$ cat config.mk
export PLATFORM = sky130hd
export DESIGN_NAME = mem_load_arbiter_flat
export DESIGN_NICKNAME = d
export VERILOG_FILES = /design/src/rtl/mem_load_arbiter_pkg.sv /design/src/rtl/mem_load_arbiter_if.sv /design/src/rtl/mem_load_arbiter_load_counter.sv /design/src/rtl/mem_load_arbiter.sv /design/src/flat_wrapper.sv
export SDC_FILE = /design/constraint.sdc
export NUM_CORES = 1
export LEC_CHECK = 0
export CAP_MARGIN = 20
export CORE_MARGIN = 2
export CORE_UTILIZATION = 31
export DETAILED_ROUTE_END_ITERATION = 8
export PLACE_DENSITY_LB_ADDON = 0.12
export SYNTH_ARGS = -nofsm -noshare
export SYNTH_HDL_FRONTEND = slang
export SYNTH_SLANG_ARGS = --single-unit
$ cat constraint.sdc
create_clock -name clk -period 2.6 [get_ports clk]
set_input_delay 0.78 -clock clk [delete_from_list [all_inputs] [get_ports clk]]
set_output_delay 0.78 -clock clk [all_outputs]
set_load 0.02 [all_outputs]
$ cat src/rtl/mem_load_arbiter_pkg.sv
// Shared constants for the memory load arbiter: FSM encoding, store code and word stride.
package mem_load_arbiter_pkg;

  typedef logic [1:0] state_t;

  localparam state_t ST_IDLE    = 2'd0;
  localparam state_t ST_LOAD    = 2'd1;
  localparam state_t ST_RELEASE = 2'd2;
  localparam state_t ST_RUN     = 2'd3;

  localparam logic [2:0]  STORE_WORD  = 3'b010;
  localparam int unsigned WORD_STRIDE = 4;

  function automatic logic len_ok(input int unsigned len, input int unsigned max_words);
    return len <= max_words;
  endfunction

endpackage

$ cat src/rtl/mem_load_arbiter_if.sv
// Bus bundle between host load stream, CPU write port and data memory.
interface mem_load_arbiter_if #(
  parameter int DW = 32,
  parameter int AW = 32
);

  logic          ld_valid;
  logic [DW-1:0] ld_data;
  logic          ld_ready;

  logic          cpu_we;
  logic [AW-1:0] cpu_adr;
  logic [DW-1:0] cpu_wdata;
  logic [2:0]    cpu_store;

  logic          mem_we;
  logic [AW-1:0] mem_adr;
  logic [DW-1:0] mem_wdata;
  logic [2:0]    mem_store;

  modport master (
    output ld_valid, ld_data, cpu_we, cpu_adr, cpu_wdata, cpu_store,
    input  ld_ready, mem_we, mem_adr, mem_wdata, mem_store
  );

  modport slave (
    input  ld_valid, ld_data, cpu_we, cpu_adr, cpu_wdata, cpu_store,
    output ld_ready, mem_we, mem_adr, mem_wdata, mem_store
  );

endinterface

$ cat src/rtl/mem_load_arbiter_load_counter.sv
// Word index / remaining-count pair for a load; idx counts up while remaining counts down.
module load_counter #(
  parameter int CW = 7
) (
  input  logic          clk,
  input  logic          reset,
  input  logic          clr,
  input  logic          load,
  input  logic [CW-1:0] load_val,
  input  logic          dec,
  output logic [CW-1:0] idx,
  output logic          last
);

  logic [CW-1:0] idx_q, idx_d;
  logic [CW-1:0] remaining_q, remaining_d;

  always_comb begin
    idx_d       = idx_q;
    remaining_d = remaining_q;
    if (load) begin
      idx_d       = '0;
      remaining_d = load_val;
    end else if (dec) begin
      idx_d       = idx_q + 1'b1;
      remaining_d = remaining_q - 1'b1;
    end
  end

  always_ff @(posedge clk or negedge reset) begin
    if (!reset) begin
      idx_q       <= '0;
      remaining_q <= '0;
    end else if (clr) begin
      idx_q       <= '0;
      remaining_q <= '0;
    end else begin
      idx_q       <= idx_d;
      remaining_q <= remaining_d;
    end
  end

  assign idx  = idx_q;
  assign last = (remaining_q == CW'(1));

endmodule

$ cat src/rtl/mem_load_arbiter.sv
// Holds the CPU in reset while a host streams words into data memory, then hands the port to the CPU.
module mem_load_arbiter
  import mem_load_arbiter_pkg::*;
#(
  parameter int          DW        = 32,
  parameter int          AW        = 32,
  parameter int unsigned MAX_WORDS = 64,
  parameter logic [AW-1:0] BASE_ADDR = '0
) (
  input  logic                           clk,
  input  logic                           reset,
  input  logic                           start,
  input  logic [$clog2(MAX_WORDS+1)-1:0] len,
  input  logic                           abort,
  mem_load_arbiter_if.slave              bus,
  output logic                           cpu_hold,
  output logic                           busy,
  output logic                           done,
  output logic                           err
);

  localparam int CW = $clog2(MAX_WORDS + 1);

  logic [1:0]    sync_q, sync_d;
  logic          rst_done;
  state_t        state_q, state_d;
  logic          err_q, err_d;
  logic          cnt_load, cnt_dec, cnt_last;
  logic [CW-1:0] idx;
  logic          xfer;
  logic          len_valid;

  // Reset asserts asynchronously but releases through two flops, so the FSM is
  // held in IDLE until the second edge after the pin goes high.
  always_comb sync_d = {sync_q[0], 1'b1};

  always_ff @(posedge clk or negedge reset) begin
    if (!reset) sync_q <= '0;
    else        sync_q <= sync_d;
  end

  assign rst_done = sync_q[1];

  load_counter #(.CW(CW)) u_cnt (
    .clk      (clk),
    .reset    (reset),
    .clr      (!rst_done),
    .load     (cnt_load),
    .load_val (len),
    .dec      (cnt_dec),
    .idx      (idx),
    .last     (cnt_last)
  );

  assign len_valid = len_ok(32'(len), MAX_WORDS);
  // Abort wins over a transfer presented in the same cycle.
  assign xfer      = (state_q == ST_LOAD) && bus.ld_valid && !abort;

  always_comb begin
    state_d  = state_q;
    err_d    = err_q;
    cnt_load = 1'b0;
    cnt_dec  = 1'b0;
    case (state_q)
      ST_IDLE, ST_RUN: begin
        if (start) begin
          if (!len_valid) begin
            err_d = 1'b1;
          end else begin
            err_d = 1'b0;
            if (len == '0) begin
              state_d = ST_RELEASE;
            end else begin
              cnt_load = 1'b1;
              state_d  = ST_LOAD;
            end
          end
        end
      end
      ST_LOAD: begin
        if (abort) begin
          err_d   = 1'b1;
          state_d = ST_IDLE;
        end else if (xfer) begin
          cnt_dec = 1'b1;
          if (cnt_last) state_d = ST_RELEASE;
        end
      end
      ST_RELEASE: state_d = ST_RUN;
      default:    state_d = ST_IDLE;
    endcase
  end

  always_ff @(posedge clk or negedge reset) begin
    if (!reset) begin
      state_q <= ST_IDLE;
      err_q   <= 1'b0;
    end else if (!rst_done) begin
      state_q <= ST_IDLE;
      err_q   <= 1'b0;
    end else begin
      state_q <= state_d;
      err_q   <= err_d;
    end
  end

  always_comb begin
    bus.ld_ready  = (state_q == ST_LOAD);
    bus.mem_we    = 1'b0;
    bus.mem_adr   = '0;
    bus.mem_wdata = '0;
    bus.mem_store = '0;
    if (xfer) begin
      bus.mem_we    = 1'b1;
      bus.mem_adr   = BASE_ADDR + AW'(idx) * AW'(WORD_STRIDE);
      bus.mem_wdata = bus.ld_data;
      bus.mem_store = STORE_WORD;
    end else if (state_q == ST_RUN) begin
      bus.mem_we    = bus.cpu_we;
      bus.mem_adr   = bus.cpu_adr;
      bus.mem_wdata = bus.cpu_wdata;
      bus.mem_store = bus.cpu_store;
    end
  end

  assign cpu_hold = (state_q != ST_RUN);
  assign busy     = (state_q == ST_LOAD) || (state_q == ST_RELEASE);
  assign done     = (state_q == ST_RELEASE);
  assign err      = err_q;

endmodule

$ cat src/flat_wrapper.sv
// flat-port wrapper written by rule: the top's interface ports become plain ports
module mem_load_arbiter_flat import mem_load_arbiter_pkg::*;
#(
  parameter int          DW        = 32,
  parameter int          AW        = 32,
  parameter int unsigned MAX_WORDS = 64,
  parameter logic [AW-1:0] BASE_ADDR = '0
)
  (clk, reset, start, len, abort, cpu_hold, busy, done, err, bus_ld_valid, bus_ld_data, bus_cpu_we, bus_cpu_adr, bus_cpu_wdata, bus_cpu_store, bus_ld_ready, bus_mem_we, bus_mem_adr, bus_mem_wdata, bus_mem_store);
  mem_load_arbiter_if #(.DW(DW), .AW(AW)) bus_i ();
  input  logic clk;
  input  logic reset;
  input  logic start;
  input  logic [$clog2(MAX_WORDS+1)-1:0] len;
  input  logic abort;
  output logic cpu_hold;
  output logic busy;
  output logic done;
  output logic err;
  input wire logic [$bits(bus_i.ld_valid)-1:0] bus_ld_valid;
  input wire logic [$bits(bus_i.ld_data)-1:0] bus_ld_data;
  input wire logic [$bits(bus_i.cpu_we)-1:0] bus_cpu_we;
  input wire logic [$bits(bus_i.cpu_adr)-1:0] bus_cpu_adr;
  input wire logic [$bits(bus_i.cpu_wdata)-1:0] bus_cpu_wdata;
  input wire logic [$bits(bus_i.cpu_store)-1:0] bus_cpu_store;
  output wire logic [$bits(bus_i.ld_ready)-1:0] bus_ld_ready;
  output wire logic [$bits(bus_i.mem_we)-1:0] bus_mem_we;
  output wire logic [$bits(bus_i.mem_adr)-1:0] bus_mem_adr;
  output wire logic [$bits(bus_i.mem_wdata)-1:0] bus_mem_wdata;
  output wire logic [$bits(bus_i.mem_store)-1:0] bus_mem_store;
  assign bus_i.ld_valid = bus_ld_valid;
  assign bus_i.ld_data = bus_ld_data;
  assign bus_i.cpu_we = bus_cpu_we;
  assign bus_i.cpu_adr = bus_cpu_adr;
  assign bus_i.cpu_wdata = bus_cpu_wdata;
  assign bus_i.cpu_store = bus_cpu_store;
  assign bus_ld_ready = bus_i.ld_ready;
  assign bus_mem_we = bus_i.mem_we;
  assign bus_mem_adr = bus_i.mem_adr;
  assign bus_mem_wdata = bus_i.mem_wdata;
  assign bus_mem_store = bus_i.mem_store;
  mem_load_arbiter #(.DW(DW), .AW(AW), .MAX_WORDS(MAX_WORDS), .BASE_ADDR(BASE_ADDR)) u_core (.clk(clk), .reset(reset), .start(start), .len(len), .abort(abort), .bus(bus_i), .cpu_hold(cpu_hold), .busy(busy), .done(done), .err(err));
endmodule
* Word level (Yosys, flattened, before mapping) *
Cells that the tools add are included.

operators by class
  add/sub/neg operators = 2
  order comparisons = 1
  equal/unequal tests = 12
  multiplexer cells = 34
  reductions and logical operators = 9

operator list
  kind                 count
  $mux 32              4
  $mux 7               6
  $ne 3x3->1 const B   5
  $mux 2               7
  $mux 1               13
  $ne 4x4->1 const B   2
  $add 7x1->7 const B  1
  $eq 7x1->1 const B   1
  $le 7x7->1 const B   1
  $logic_not 7->1      1
  $sub 7x1->7 const B  1
  $mux 3               2
  $pmux 2 s3           1
  $eq 2x2->1 const B   2
  $reduce_and 4->1     1
  $reduce_and 3->1     1
  $eq 2x1->1 const B   1
  $logic_and 1x1->1    2
  $logic_not 2->1      1
  $ne 2x2->1 const B   1
  $pmux 1 s2           1
  $reduce_or 2->1      1
  $logic_not 1->1      1
  $logic_or 1x1->1     1

storage, ports and cells
  register bits after elaboration = 19
  input port bits = 112
  output and inout bits = 73

* Depth between registers and ports, before layout *
  depth in word-level cells = 9
  depth in mapped cells = 7
  gate-level depth less buffers = 6

* Modules after synthesis *
Synthesis repeated with hierarchy kept, for this count alone.

unflattened totals
  cell total of the unflattened synthesis = 292
  area total of the unflattened synthesis = 1924.3 um^2

by module, submodules not included
  module            times used  cells an instance  area an instance (um^2)
  mem_load_arbiter  1           207                1131.1
  load_counter      1           85                 793.3

* Worst setup path after synthesis *
Ideal clock, no wire load.

  kind = in2out
  from = input abort
  to = output bus_mem_adr[4]
  arrival = 1.799 ns
  data required time = 1.820 ns
  path slack = 0.021 ns
  stages on the path = 4
  buffers on the path = 2
  cell sequence = and3b_1 buf_2 clkbuf_1 o21ai_0

between the ends
  longest elaborated chain between the ends = 3

RTL lines
  element            line                     RTL
  start, declared    flat_wrapper.sv:15       input logic abort;
  $logic_not 1->1    mem_load_arbiter.sv:57   assign xfer = (state_q == ST_LOAD) && bus.ld_valid && !abort;
  $logic_and 1x1->1  mem_load_arbiter.sv:57
  $mux 32            mem_load_arbiter.sv:113  if (xfer) begin
  end, declared      flat_wrapper.sv:28       output wire logic [$bits(bus_i.mem_adr)-1:0] bus_mem_adr;

Every way passes these cells.

* Worst setup path in the final report *
  from = input abort
  to = output bus_mem_adr[28]

Same word-level chain as after synthesis.

==> flow_summary_export.csv <==
group,metric,value,unit
finish,final_cell_mix,"clkdlybuf4s50_1 (111), nand2_1 (90), buf_2 (51)",
timing,timing.final.crit_share,97.9,%
finish,multi_input_area,1390,µm²
clock_network,clk_path_buf_depth,2,
floorplanning,rows,28,
global_routing,grt_pass1_wl,14700,µm
critical_path,cp-end-kind,"output port",
timing,hold_slack,366,ps
floorplanning,core_area,5990,µm²
global_routing,antenna_found_initial,0,
timing,final-setup-viol-count,0,
detailed_routing,dr.pass1.iters,5,
power,power,2.15,mW
detailed_routing,wl_per_cell,16.4,µm
min_path,hp-class,"reg2reg",
timing,drv_slew,0,
critical_path,startpoint_type,"primary input",
floorplanning,ioPinCount,185,
detailed_routing,drtIter0Drc,84,
power,vdd_drop_max,0.450,mV
synth,synthArstFlopShare,100,%
global_routing,overflow,0,
clock_network,cts_buffers,3,
detailed_routing,drc,0,
power,p_leak,2.05,nW
finish,finalNetCount,601,
timing,max-slew-margin-rel,63.8,%
timing,skew,7.81,ps
global_routing,gr-usage-met1,32.2,%
timing,tightest_slew,539,ps
synth,synth_cell_type_count,42,
job,cap_violations,0,
placed_design,dp_cells,548,
power,pwr_density_cell,552,nW/µm²
floorplanning,die_w,83.0,µm
global_routing,grt_use_met2,45.3,%
timing,fin_crit,2550,ps
synth,syn-mean-instance-area,6.67,µm²
synth,syn_area,1930,µm²
placed_design,place.gp.congestion,0.862,
global_routing,track_usage,25.9,%
synth,synth.yosys.seq_area_share,24.6,%
finish,syn_to_final_growth,102,%
critical_path,worst-endpoint-required,1820,ps
finish,final_common_cell,"clkdlybuf4s50_1",
clock_network,cts.sink_count,19,
synth,synth-edff-count,0,
timing,hold_viol,0,
clock_network,insertion_delay,270,ps
global_routing,grt_max_degree,44,
critical_path,crit_type,"in2out",
min_path,worstHoldStart,"u_core.sync_q[0]",
synth,synth_nets,409,
placed_design,dp_hpwl,6990,µm
finish,layout.cells.non_filler,556,
clock_network,htree_levels,1,
timing,fmax,0.393,GHz
finish,diodes,0,
finish,final.fill_count,563,
detailed_routing,routed_via_density,5.07,
critical_path,cp_data_arrival_time,1770,ps
floorplanning,die_h,83.0,µm
critical_path,worstReg2RegStart,"u_core.state_q[0]",
critical_path,path_max_fanout,5,
finish,register_area,475,µm²
floorplanning,start_util,32.3,%
timing,rsz0062_at_grt,"yes",
synth,synthFlopType,"dfrtp_1",
synth,syn_inst,290,
synth,ys_ff_latch,19,
clock_network,root_buffer,"clkbuf_8",
placed_design,port_buffers,184,
global_routing,grtUsageMet3,3.68,%
detailed_routing,antenna_left,0,
critical_path,cp-startpoint,"abort",
global_routing,busiest_layer,"met2",
global_routing,grt_pass1_vias,2767,
floorplanning,dieArea,6880,µm²
detailed_routing,vias,2820,
outcome,status,"finished, final reports clean",
clock_network,ctsHoldBuffers,0,
synth,synth_warnings,0,
finish,drive_gt1_share,22.7,%
clock_network,tritoncts,"yes",
timing,final.setup.tns,0,ps
clock_network,path_clk_slew,70,ps
detailed_routing,routed_wl,9110,µm
final timing paths:
check                                               to  slack (ps)  cells past startpoint
hold reg to reg                       u_core.sync_q[1]         370                      0
max in group asynchronous          u_core.u_cnt.idx[6]        1540                      2
hold / removal                        u_core.sync_q[1]         370                      0
setup reg to reg                   u_core.u_cnt.idx[0]         540                      7
min in group asynchronous  u_core.u_cnt.remaining_q[2]         850                      2
setup / recovery                       bus_mem_adr[28]          50                      6
state kept, by name, summed over array words and instances, names as in the netlist:
| name | cells |
|---|---|
| u_core.err | 1 |
| u_core.state_q | 2 |
| u_core.sync_q | 2 |
| u_core.u_cnt.idx | 7 |
| u_core.u_cnt.remaining_q | 7 |
per-layer routing:
metal / part of all wire, % / routed length, µm
met5: 0 / 0
met2: 50 / 4580
met3: 6.7 / 613
met4: 3.3 / 297
met1: 40 / 3620
Yosys cell counts (all sizes together), types with 2 or more instances:
library cell	instances	share of area [%]
nor2b	2	0.65
nor4	2	1.4
nand2	91	18
buf	5	1.0
clkbuf	16	3.1
and3	27	8.7
nand3	41	11
xor2	3	1.4
ha	7	4.5
or3	2	0.65
nand4b	2	0.91
nor4b	3	2.1
nor2	14	2.7
nor3	4	1.0
o21ai	4	1.0
inv	6	1.2
nand4	4	1.3
a21oi	7	1.8
xnor2	8	3.6
o211a	3	1.6
dfrtp	19	25
o31ai	4	1.6
what timing repair did:
action	4_1_cts	5_1_grt
buffers inserted	3	0
endpoints found under the setup margin	70	47
cloned	2	1
gates resized for setup	313	15
pin swaps	7	2
cell type report:
type / instances / area share [%]
Timing Repair Buffer: 208 / 48.0
Clock buffer: 3 / 1.06
Multi-Input combinational cell: 244 / 35.6
Clock inverter: 1 / 0.128
Inverter: 6 / 0.578
Sequential cell: 19 / 12.2
Tap cell: 75 / 2.41
critical path, stage by stage:
cell       delay (ps)
buf_6             100
nand3b_1          240
buf_6             200
clkbuf_16         150
and3_4            170
buf_6             120
power breakdown:
| group | internal, mW | switching, mW | leakage (nW) | total, mW |
|---|---|---|---|---|
| clock | 0.107 | 0.103 | 0.0255 | 0.210 |
| combinational | 0.718 | 0.812 | 1.77 | 1.53 |
| sequential | 0.349 | 0.0630 | 0.254 | 0.412 |
cell families after synthesis:
logic type,Yosys count,synth area share [%]
flops,19,24.6
compound gates,25,9.00
simple gates,198,50.3
fa+ha+maj,7,4.53
buf+inv,27,5.31
other cells,1,0.194
xor+xnor,11,4.98
mux,2,1.10
stage by stage:
stage | setup WS (ps) | cell area (µm²) | util (%)
after global routing | -1.98 | 3900 | 65.0
after CTS | 49.2 | 3850 | 64.2
after detailed placement | -792 | 3990 | 66.6
after floorplan | 20.7 | 1930 | -
after global placement | -737 | 3990 | 66.6
final | 53.4 | 3900 | 65.0
Power figures use the tool's default switching activity.
